[config.mk]
export PLATFORM = sky130hd
export DESIGN_NAME = seg7_display_ctrl
export DESIGN_NICKNAME = d
export VERILOG_FILES = /design/src/rtl/seg7_display_ctrl.sv
export SDC_FILE = /design/constraint.sdc
export NUM_CORES = 1
export LEC_CHECK = 0
export ABC_CLOCK_PERIOD_IN_PS = 2350
export CAP_MARGIN = 10
export CORE_ASPECT_RATIO = 1.75
export CORE_MARGIN = 2
export CORE_UTILIZATION = 42
export DETAILED_ROUTE_END_ITERATION = 10
export PLACE_DENSITY = 0.62
export RECOVER_POWER = 100
export SLEW_MARGIN = 5
export SYNTH_ARGS = -nofsm -noshare
export SYNTH_HDL_FRONTEND = slang
export SYNTH_SLANG_ARGS = --single-unit
[constraint.sdc]
create_clock -name clk -period 2.35 [get_ports clk]
set_input_delay 0.47 -clock clk [delete_from_list [all_inputs] [get_ports clk]]
set_output_delay 0.47 -clock clk [all_outputs]
set_load 0.01 [all_outputs]
[src/rtl/seg7_display_ctrl.sv]
// Two-digit 7-segment display controller: sequential double-dabble conversion of
// the gated edge count, display holding registers and a time-multiplexed digit bus.
// Optional macro SEG7_LEADING_ZERO_BLANK_EN blanks a zero tens digit.
module seg7_display_ctrl #(
    parameter int COUNT_WIDTH  = 7,
    parameter int MUX_DIV_BITS = 10
) (
    input  logic                   clk,
    input  logic                   reset,
    input  logic [COUNT_WIDTH-1:0] count_in,
    input  logic                   count_valid,
    output logic                   busy,
    output logic [6:0]             segments,
    output logic                   digit
);

    localparam int STEP_W = $clog2(COUNT_WIDTH + 1);
    localparam logic [STEP_W-1:0]      LAST_STEP = STEP_W'(COUNT_WIDTH - 1);
    localparam logic [COUNT_WIDTH-1:0] MAX_VAL   = COUNT_WIDTH'(99);

    typedef enum logic [1:0] {
        S_IDLE,
        S_CONVERT,
        S_LOAD
    } state_t;

    state_t r_state;
    state_t w_state_next;

    logic [COUNT_WIDTH-1:0]  r_shift;
    logic [7:0]              r_bcd;
    logic [STEP_W-1:0]       r_step;
    logic                    r_ovf_scratch;
    logic                    r_pending;
    logic [COUNT_WIDTH-1:0]  r_pending_val;
    logic [3:0]              r_tens_q;
    logic [3:0]              r_units_q;
    logic                    r_overflow_q;
    logic [MUX_DIV_BITS-1:0] r_div;
    logic                    r_digit;

    logic [7:0]             w_bcd_adj;
    logic [7:0]             w_bcd_shift;
    logic                   w_unused_bcd_msb;
    logic                   w_seed_en;
    logic [COUNT_WIDTH-1:0] w_seed_val;
    logic                   w_pend_set;
    logic [3:0]             w_nibble;
    logic [6:0]             w_seg;

    // Add-3 correction on each BCD nibble before the shift.
    genvar gi;
    generate
        for (gi = 0; gi < 2; gi++) begin : g_adj
            assign w_bcd_adj[gi*4 +: 4] = (r_bcd[gi*4 +: 4] >= 4'd5) ?
                                          r_bcd[gi*4 +: 4] + 4'd3 : r_bcd[gi*4 +: 4];
        end
    endgenerate

    assign w_bcd_shift      = {w_bcd_adj[6:0], r_shift[COUNT_WIDTH-1]};
    assign w_unused_bcd_msb = w_bcd_adj[7];

    // A new conversion starts from IDLE, or back-to-back out of LOAD; a held
    // pending value always takes precedence over a fresh strobe in LOAD.
    always_comb begin
        w_seed_en  = ((r_state == S_IDLE) && count_valid) ||
                     ((r_state == S_LOAD) && (r_pending || count_valid));
        w_seed_val = ((r_state == S_LOAD) && r_pending) ? r_pending_val : count_in;
        w_pend_set = count_valid &&
                     ((r_state == S_CONVERT) || ((r_state == S_LOAD) && r_pending));
    end

    always_ff @(posedge clk) begin
        if (reset) begin
            r_state <= S_IDLE;
        end else begin
            r_state <= w_state_next;
        end
    end

    always_comb begin
        w_state_next = r_state;
        case (r_state)
            S_IDLE:    if (count_valid) w_state_next = S_CONVERT;
            S_CONVERT: if (r_step == LAST_STEP) w_state_next = S_LOAD;
            S_LOAD:    w_state_next = (r_pending || count_valid) ? S_CONVERT : S_IDLE;
            default:   w_state_next = S_IDLE;
        endcase
    end

    always_comb begin
        busy = (r_state != S_IDLE);
    end

    always_ff @(posedge clk) begin
        if (reset) begin
            r_shift       <= '0;
            r_bcd         <= '0;
            r_step        <= '0;
            r_ovf_scratch <= 1'b0;
            r_pending     <= 1'b0;
            r_pending_val <= '0;
            r_tens_q      <= '0;
            r_units_q     <= '0;
            r_overflow_q  <= 1'b0;
        end else begin
            if (r_state == S_LOAD) begin
                r_tens_q     <= r_bcd[7:4];
                r_units_q    <= r_bcd[3:0];
                r_overflow_q <= r_ovf_scratch;
            end

            if (w_seed_en) begin
                r_shift       <= w_seed_val;
                r_bcd         <= '0;
                r_step        <= '0;
                r_ovf_scratch <= (w_seed_val > MAX_VAL);
            end else if (r_state == S_CONVERT) begin
                r_shift <= r_shift << 1;
                r_bcd   <= w_bcd_shift;
                r_step  <= r_step + 1'b1;
            end

            if (w_pend_set) begin
                r_pending     <= 1'b1;
                r_pending_val <= count_in;
            end else if (r_state == S_LOAD) begin
                r_pending <= 1'b0;
            end
        end
    end

    always_ff @(posedge clk) begin
        if (reset) begin
            r_div   <= '0;
            r_digit <= 1'b0;
        end else begin
            r_div <= r_div + 1'b1;
            if (r_div == '1) begin
                r_digit <= ~r_digit;
            end
        end
    end

    assign digit = r_digit;

    always_comb begin
        w_nibble = r_digit ? r_tens_q : r_units_q;
        case (w_nibble)
            4'd0:    w_seg = 7'h3F;
            4'd1:    w_seg = 7'h06;
            4'd2:    w_seg = 7'h5B;
            4'd3:    w_seg = 7'h4F;
            4'd4:    w_seg = 7'h66;
            4'd5:    w_seg = 7'h6D;
            4'd6:    w_seg = 7'h7D;
            4'd7:    w_seg = 7'h07;
            4'd8:    w_seg = 7'h7F;
            4'd9:    w_seg = 7'h6F;
            default: w_seg = 7'h00;
        endcase
        if (r_overflow_q) begin
            segments = 7'h40;
`ifdef SEG7_LEADING_ZERO_BLANK_EN
        end else if (r_digit && (r_tens_q == 4'd0)) begin
            segments = 7'h00;
`endif
        end else begin
            segments = w_seg;
        end
    end

endmodule

* Yosys cells after proc, flatten, opt, wreduce, memory -nomap -nowiden
Memories as Yosys holds them, arrays and structs flattened. Index checks and enable logic that the tools add are counted.
Operators by class: reduce and logical (&&, ||, !) cells 13, $add $sub $neg 4, magnitude comparators 3, mux-type cells 13, equality and inequality tests 6, bitwise gates (word level) 1
Operator list (number):
- 7-bit two-way mux | 4
- 10-bit by 1-bit adder with 10-bit output, second input constant | 1
- 10-bit equality test, second input constant | 1
- 4-bit by 3-bit >= comparator with 1-bit output, second input constant | 2
- 4-bit two-way mux | 2
- 7-bit > comparator, second input constant | 1
- 2-bit one-hot mux with 3 select lines | 1
- 2-bit nonzero test | 3
- 4-bit by 2-bit adder with 4-bit output, second input constant | 1
- 1-bit logical AND | 4
- 2-bit two-way mux | 2
- 3-bit by 1-bit adder with 3-bit output, second input constant | 1
- 3-bit by 2-bit adder with 3-bit output, second input constant | 1
- 3-bit equality test, second input constant | 1
- 1-bit logical OR | 3
- 1-bit two-way mux | 3
- 3-bit two-way mux | 1
- 2-bit by 1-bit equality test with 1-bit output, second input constant | 1
- 2-bit equality test, second input constant | 1
- 2-bit logical NOT | 1
- 2-bit by 1-bit != test with 1-bit output, second input constant | 1
- 2-bit != test, second input constant | 1
- 2-bit AND reduction | 1
- 2-bit OR reduction | 1
- 1-bit NOT | 1
Word-level totals: logic and storage cells 53, memories 1, register bits 49, ROM bits 112
Memory list:
- (name not given) | words 16, width 7, read ports 1, clocked after Yosys merged registers in 0, write ports 0, line 149 | case (w_nibble)

* Depth between registers and ports, before layout
Gate-level depths: netlist (run 1).
depth after elaboration 5, mapped depth 7, gate-level depth less buffers 6

* Worst setup path before layout (run 1)
Ideal clock, no wire load.
path type register to output, from register r_digit, in the netlist digit, to output port segments[3], arrival 1.697 ns, setup slack 0.183 ns, cell stages (with the launch flop) 8, cells stage by stage dfxtp_1 > buf_6 > mux2_4 > inv_1 > ha_1 > inv_1 > or3_1 > a21oi_1
Between the ends: word-level cells in the longest chain between the ends 3
Ends and longest elaborated chain:
- from (decl) | line 40 | logic r_digit;
- from (signal assigned) | line 140 | r_digit <= ~r_digit;
- 4-bit two-way mux | line 148 | w_nibble = r_digit ? r_tens_q : r_units_q;
- memory 16 x 7 bit
- 7-bit two-way mux | line 162 | if (r_overflow_q) begin
- to (decl) | line 13 | output logic [6:0] segments,
No other way between the ends.

* Worst setup path after layout (run 1)
Same ends and word-level chain as after synthesis.

==> impl_metrics.csv, run 1 <==
group,metric,value,unit
worst_setup_path,worst_r2r_startpoint,"r_state[1]$_SDFFE_PP0P_",
timing,setup_viol_count_final,0,
routing,drt_first_pass_iters,4,
clocking,htree_num_levels,2,
clocking,worstSkewPairLatency,0.30,ns
final_layout,nFillCells,618,
clocking,cts_hold_buf,0,
worst_setup_path,cp.arrival,1.81,ns
die,die_y,106,um
die,num_io_pins,19,
worst_setup_path,crit_chain,"buf_4 -> mux2i_4 -> buf_4 -> or3_1 -> a21oi_2 -> buf_2",
final_layout,antenna_cells,0,
routing,final_antenna_net_count,0,
worst_setup_path,worst-setup-path-type,"reg -> out",
worst_setup_path,setup.worst_path.start_class,"flop",
worst_hold_path,hold_class,"reg -> reg",
timing,finClkSkew,0.00809,ns
logic_synthesis,synth-edff-count,0,
timing,tightest_slew_margin_relative_to_the_limit,29.7,%
logic_synthesis,synth_top_family_by_area,"simple AND/OR/NAND/NOR gates",
power,power.ir.vdd_worst,0.372,mV
routing,drt_wl_total,5160,um
logic_synthesis,post-synth-top-area-fraction,39.3,%
worst_hold_path,timing.hold.worst.start,"r_shift[6]$_SDFFE_PP0P_",
clocking,cts_buffer_depth,2,
global_route,grt_start_max_net_pins,24,
global_route,grt_pass1_vias,2080,
power,power_per_cell_area,533,nW/um^2
global_route,grt_pass1_wl,8850,um
logic_synthesis,synth_area,2500,um^2
logic_synthesis,ys_async_sr_fraction,0,%
logic_synthesis,number_of_distinct_standard_cells_referenced_by_the_synthesized_netlist,45,
worst_setup_path,critPathMaxStageDelay,0.37,ns
routing,route.layer.met1.wl,2030,um
clocking,clkTransAtPathRegs,0.08,ns
die,initial_utilization,42.8,%
worst_setup_path,required_time_worst_endpoint,1.88,ns
die,die_width,62.3,um
logic_synthesis,muxShareOfSynthArea,5.96,%
logic_synthesis,yosys-top-cells-area,"sky130_fd_sc_hd__dfxtp_1, sky130_fd_sc_hd__nand2_1, sky130_fd_sc_hd__ha_1",
timing,highest_attainable_clock_frequency,0.438,GHz
timing,tightestPinTransition,1.05,ns
die,placeableCoreArea,5830,um^2
power,power.total,1.54,mW
routing,detailed_route_vias_per_instance,5.33,
timing,final_max_slew_viol_count,0,
worst_setup_path,crit_path_max_fanout,6,
placement,dp_hpwl,3830,um
logic_synthesis,synthesis.nets,322,
timing,fin_hold_ws,0.462,ns
global_route,number_of_antenna_violations_at_the_first_check_in_global_routing,0,
routing,detailroute.via_count,2148,
worst_setup_path,timing.critical_path.slowest_stage_cell,"sky130_fd_sc_hd__dfxtp_4",
logic_synthesis,synth_fa_ha_area_share,6.02,%
worst_setup_path,endpoint_kind,"output pin",
logic_synthesis,postSynth.topFlopCell,"sky130_fd_sc_hd__dfxtp_1",
global_route,total_grt_usage,16.6,%
clocking,clock_tree.root_cell,"sky130_fd_sc_hd__clkbuf_8",
routing,routedWlPerCell,12.8,um
logic_synthesis,synthesis.area_per_instance,8.32,um^2
die,fp-row-count,37,
final_layout,nets_final,347,
logic_synthesis,postSynthRegisterBits,49,
logic_synthesis,synth.largest_area_cell,"sky130_fd_sc_hd__dfxtp_1",
placement,port-buffer-count,18,
global_route,overflow,0,
power,power_leakage,1.10,nW
logic_synthesis,synth-simple-area-share,23.2,%
die,die_area,6600,um^2
logic_synthesis,ys.warnings.count,0,
routing,drt_first_iter_violations,58,
worst_setup_path,setup.worst_path.start,"digit$_SDFFE_PP0N_",
placement,gp_congestion,0.829,
worst_setup_path,timing.critical_path.buf_inv,3,
timing,final_hold_viol_count,0,
routing,drc,0,
final_layout,syn_to_final_growth,15.8,%
logic_synthesis,synth_xor_area_share,3.51,%
worst_setup_path,path_delay_family,"buffers and inverters",
logic_synthesis,postSynthCellCount,300,
clocking,clock_sinks,49,
timing,finalCriticalPeriod,2.28,ns
outcome,run_status,"complete, no violations",
timing,fin_crit_sh,97.2,%
clocking,tritoncts.num_buffers,5,
clocking,tritoncts,"done",
routing,met3_wirelength,134,um
job,cap_violations,0,
worst_setup_path,critical-path-top-cell-by-count,"sky130_fd_sc_hd__buf_4",
logic_synthesis,synth_compound_area_share,16.3,%
logic_synthesis,synth_sequential_area_ratio,39.3,%
routing,detailroute.wirelength.met2,2840,um
timing,rsz_0062_raised_after_global_routing,"true",
final_layout,layout-drive-gt1-share,12.9,%
routing,maxUsedRoutingLayer,"met4",
-- timing repair --
action | 4_1_cts | 5_1_grt
hold endpoints to repair | 0 | 0
pin swaps | 0 | 5
endpoints found under the setup margin | 7 | 6
gates resized for setup | 24 | 12
buffers inserted | 1 | 0
-- layout by cell type (no fill, tap or decap), types with 2 or more instances in the layout --
cell / instances
sky130_fd_sc_hd__nand2_1: 48
sky130_fd_sc_hd__dfxtp_1: 48
sky130_fd_sc_hd__nor2_1: 28
sky130_fd_sc_hd__a21oi_1: 26
sky130_fd_sc_hd__buf_4: 14
sky130_fd_sc_hd__ha_1: 11
sky130_fd_sc_hd__a211oi_1: 9
sky130_fd_sc_hd__inv_1: 8
sky130_fd_sc_hd__nor3_1: 8
sky130_fd_sc_hd__o21ai_0: 7
sky130_fd_sc_hd__and3_1: 7
sky130_fd_sc_hd__mux2i_1: 7
sky130_fd_sc_hd__clkdlybuf4s50_1: 7
sky130_fd_sc_hd__clkbuf_1: 7
sky130_fd_sc_hd__nand2b_1: 6
sky130_fd_sc_hd__xor2_1: 6
sky130_fd_sc_hd__clkbuf_8: 6
sky130_fd_sc_hd__a311oi_1: 5
sky130_fd_sc_hd__nand3_1: 5
sky130_fd_sc_hd__xnor2_1: 4
sky130_fd_sc_hd__nand3b_1: 4
sky130_fd_sc_hd__dlygate4sd3_1: 4
sky130_fd_sc_hd__nor2b_1: 3
sky130_fd_sc_hd__a31oi_1: 3
sky130_fd_sc_hd__buf_2: 3
sky130_fd_sc_hd__mux2_4: 2
sky130_fd_sc_hd__mux2i_4: 2
sky130_fd_sc_hd__o22ai_1: 2
sky130_fd_sc_hd__o21ai_1: 2
sky130_fd_sc_hd__or3_1: 2
sky130_fd_sc_hd__a21oi_2: 2
sky130_fd_sc_hd__or2_2: 2
sky130_fd_sc_hd__a2111oi_0: 2
sky130_fd_sc_hd__a41oi_1: 2
sky130_fd_sc_hd__nor4_1: 2
sky130_fd_sc_hd__clkbuf_2: 2
-- state kept, by name (all words and copies together) (netlist names) --
register and cells:
r_shift 7, r_pending 1, r_tens_q 4, r_pending_val 7, r_ovf_scratch 1, r_step 3, r_bcd 8, r_state 2
r_div 10, r_overflow_q 1, digit 1, r_units_q 4
-- cell type report --
class,count,area [um^2],area share [%]
Clock buffer,6,82.6,2.86
Clock inverter,1,7.51,0.260
Inverter,9,33.8,1.17
Multi-Input combinational cell,222,1400,48.4
Sequential cell,49,985,34.1
Tap cell,78,97.6,3.38
Timing Repair Buffer,38,287,9.91
-- routing by layer --
metal / GRT usage (%) / up-vias
li1: - / 1083
met1: 15.7 / 1012
met2: 33.5 / 39
met3: 2.75 / 14
met4: 7.94 / 0
met5: 0 / -
-- tightest hold or removal path: cells and delay by family (launching register included) --
kind	cells	cell delay [ns]
AOI/OAI and AO/OA	1	0.05
and+or+nand+nor	1	0.05
DFF	1	0.32
-- kinds of logic (layout without fill, tap and decap cells) --
logic type,after synthesis,count (layout)
adder cells (fa/ha/maj),12,12
XOR/XNOR,10,10
AO/OA/AOI/OAI,65,65
flip-flops,49,49
buffers and inverters,29,54
multiplexers,13,13
AND/OR/NAND/NOR,122,122
-- final timing paths --
path                                   to  slack, ns  depth (start not counted)
setup reg to reg  r_shift[5]$_SDFFE_PP0P_       0.48                          5
hold / removal      r_bcd[0]$_SDFFE_PP0P_       0.46                          2
setup / recovery              segments[3]       0.07                          6
hold reg to reg     r_bcd[0]$_SDFFE_PP0P_       0.46                          2
-- cell usage after synthesis (2+ instances only) --
master                      number
sky130_fd_sc_hd__dfxtp_1        49
sky130_fd_sc_hd__nand2_1        48
sky130_fd_sc_hd__nor2_1         29
sky130_fd_sc_hd__a21oi_1        28
sky130_fd_sc_hd__ha_1           12
sky130_fd_sc_hd__a211oi_1        9
sky130_fd_sc_hd__buf_2           9
sky130_fd_sc_hd__inv_1           9
sky130_fd_sc_hd__mux2i_1         8
sky130_fd_sc_hd__nor3_1          8
sky130_fd_sc_hd__and3_1          7
sky130_fd_sc_hd__o21ai_0         7
sky130_fd_sc_hd__nand2b_1        6
sky130_fd_sc_hd__xor2_1          6
sky130_fd_sc_hd__a311oi_1        5
sky130_fd_sc_hd__nand3_1         5
sky130_fd_sc_hd__clkbuf_1        4
sky130_fd_sc_hd__xnor2_1         4
sky130_fd_sc_hd__a31oi_1         3
sky130_fd_sc_hd__buf_1           3
sky130_fd_sc_hd__nand3b_1        3
sky130_fd_sc_hd__nor2b_1         3
sky130_fd_sc_hd__or3_1           3
sky130_fd_sc_hd__a2111oi_0       2
sky130_fd_sc_hd__a41oi_1         2
sky130_fd_sc_hd__buf_4           2
sky130_fd_sc_hd__buf_6           2
sky130_fd_sc_hd__mux2_4          2
sky130_fd_sc_hd__mux2i_2         2
sky130_fd_sc_hd__nor4_1          2
sky130_fd_sc_hd__o21ai_1         2
sky130_fd_sc_hd__o22ai_1         2
sky130_fd_sc_hd__or2_2           2
-- power breakdown --
part / internal (mW) / switching, mW / leakage, nW
Sequential: 0.858 / 0.0257 / 0.399
Clock: 0.233 / 0.268 / 0.0433
Combinational: 0.0714 / 0.0855 / 0.658
-- metrics by stage --
stage	instance area, um^2	utilization [%]	setup WS (ns)	std cells	setup TNS [ns]
after floorplan	2500	-	0.183	300	0
after global placement	2820	48.3	-0.107	395	-0.353
after detailed placement	2820	48.3	-0.139	395	-0.593
after CTS	2930	50.2	0.00312	403	0
after global routing	2890	49.6	-0.0286	403	-0.0286
final	2890	49.6	0.0668	403	0
Note: power is estimated with default switching activity, not from simulation.
==> run 2, diff against run 1 <==
Settings changed: PLACE_DENSITY 0.62 to unset.
==> impl_metrics.csv, run 2 (synthesis results as in run 1) <==
group,metric,value,unit
worst_setup_path,worst-setup-path-type,"reg -> out",
timing,setup_viol_count_final,0,
clocking,clkTransAtPathRegs,0.08,ns
power,power.ir.vdd_worst,0.379,mV
job,cap_violations,0,
timing,postLayoutSetupSlackWorst,0.00729,ns
worst_setup_path,required_time_worst_endpoint,1.88,ns
die,die_area,6600,um^2
routing,detailed_route_vias_per_instance,5.19,
placement,gp_congestion,0.814,
placement,port-buffer-count,18,
worst_setup_path,setup.worst_path.start_class,"flop",
timing,finClkSkew,0.00978,ns
timing,tightest_slew_margin_relative_to_the_limit,29.5,%
die,initial_utilization,42.8,%
timing,rsz_0062_raised_after_global_routing,"true",
clocking,clock_sinks,49,
routing,drt_wl_total,5180,um
die,fp-row-count,37,
placement,dpl.cell_count,391,
timing,final_max_slew_viol_count,0,
power,pwr-share-seq,58.6,%
placement,placedInstanceArea,2790,um^2
routing,drc,0,
global_route,overflow,0,
routing,detailroute.via_count,2072,
global_route,grt_start_max_net_pins,26,
clocking,htree_num_levels,2,
final_layout,layout-drive-gt1-share,9.97,%
power,power_leakage,1.07,nW
placement,dp_hpwl,3970,um
power,power.share.switching,24.9,%
clocking,tritoncts.num_buffers,5,
global_route,grt_pass1_vias,1985,
power,internal_power_consumption,1.13,mW
die,die_width,62.3,um
timing,final_hold_viol_count,0,
global_route,grt_pass1_wl,8860,um
power,power_per_cell_area,531,nW/um^2
worst_setup_path,cp.arrival,1.87,ns
worst_hold_path,worst_hold_path.num_cells,2,
clocking,clock_tree.root_cell,"sky130_fd_sc_hd__clkbuf_8",
outcome,run_status,"complete, no violations",
final_layout,nets_final,342,
worst_setup_path,worstRegToRegCells,4,
final_layout,syn_to_final_growth,13.8,%
routing,drt_first_pass_iters,4,
clocking,cts_hold_buf,0,
final_layout,mostFrequentLayoutCells,"sky130_fd_sc_hd__nand2_1, sky130_fd_sc_hd__dfxtp_1, sky130_fd_sc_hd__a21oi_1",
power,net-switching-power,0.375,mW
final_layout,finalInstanceArea,2840,um^2
power,power.total,1.51,mW
global_route,number_of_antenna_violations_at_the_first_check_in_global_routing,0,
timing,tightestPinTransition,1.06,ns
timing,finalCriticalPeriod,2.34,ns
final_layout,largest_reg_flops,10,
routing,routedWlPerCell,13.0,um
clocking,cts_buffer_depth,2,
timing,fin_crit_sh,99.7,%
worst_setup_path,endpoint_kind,"output pin",
worst_setup_path,worst_r2r_startpoint,"r_state[0]$_SDFFE_PP0P_",
final_layout,largest_register,"r_div",
clocking,tritoncts,"done",
final_layout,antenna_cells,0,
power,power.share.clock,31.6,%
worst_hold_path,timing.hold.worst.start,"r_shift[6]$_SDFFE_PP0P_",
worst_hold_path,hold_class,"reg -> reg",
worst_setup_path,crit_path_max_fanout,4,
final_layout,biggestRegsByFlops,"r_div (10), r_bcd (8)",
placement,dpl_worst_slack,-0.160,ns
clocking,worstSkewPairLatency,0.30,ns
worst_setup_path,setup.worst_path.start,"digit$_SDFFE_PP0N_",
die,placeableCoreArea,5830,um^2
routing,drt_first_iter_violations,70,
die,die_y,106,um
routing,final_antenna_net_count,0,
timing,highest_attainable_clock_frequency,0.427,GHz
power,share_comb_of_total_power,9.8,%
die,num_io_pins,19,
timing,fin_hold_ws,0.460,ns
final_layout,final_cell_count_no_fill,399,
global_route,total_grt_usage,16.5,%
-- run 2: final cells by class --
cell class	count	area, um^2
flip-flops and latches	49	985
multi-input cells	222	1390
fillers	619	2990
clock buffers	7	76.3
clock inverters	1	7.51
repair buffers	33	254
well taps	78	97.6
inverters	9	33.8
-- run 2: layer usage --
metal | vias to the layer above | global-route usage (%) | share of wire, %
li1 | 1081 | - | -
met1 | 966 | 15.5 | 38
met5 | - | 0 | 0
met3 | 4 | 2.33 | 1.9
met2 | 21 | 34.7 | 59
met4 | 0 | 5.87 | 1.1
-- run 2: what timing repair did --
item	CTS	global route
buffers inserted	0	0
endpoints found under the setup margin	7	7
pin swaps	1	2
resized for setup	26	7
-- run 2: path summary, 6_finish.rpt --
check,to,slack (ns)
setup / recovery,segments[3],0.007
hold / removal,r_bcd[0]$_SDFFE_PP0P_,0.46
setup reg to reg,r_shift[6]$_SDFFE_PP0P_,0.24
hold reg to reg,r_bcd[0]$_SDFFE_PP0P_,0.46
-- run 2: worst max-delay path: stages (launching register included) --
cell and delay [ns]:
sky130_fd_sc_hd__dfxtp_4 0.38, sky130_fd_sc_hd__mux2_4 0.30, sky130_fd_sc_hd__inv_1 0.08, sky130_fd_sc_hd__ha_1 0.14, sky130_fd_sc_hd__inv_1 0.05, sky130_fd_sc_hd__or3_1 0.36, sky130_fd_sc_hd__a21oi_1 0.13, sky130_fd_sc_hd__buf_2 0.14
-- run 2: through the flow --
step	utilization, %	TNS (ns)
2_1_floorplan	-	0
3_3_place_gp	47.8	-0.178
3_5_place_dp	47.8	-0.411
4_1_cts	49.7	-0.0184
5_1_grt	48.7	-0.201
6_report	48.7	0
-- run 2: power by group through the flow --
stage                     registers, mW  logic (mW)  clock network, mW
after floorplan                   0.894       0.113                  0
after global placement            0.903       0.158                  0
after detailed placement          0.903       0.160                  0
after CTS                         0.883       0.161              0.500
after global routing              0.888       0.167              0.529
final                             0.884       0.148              0.477
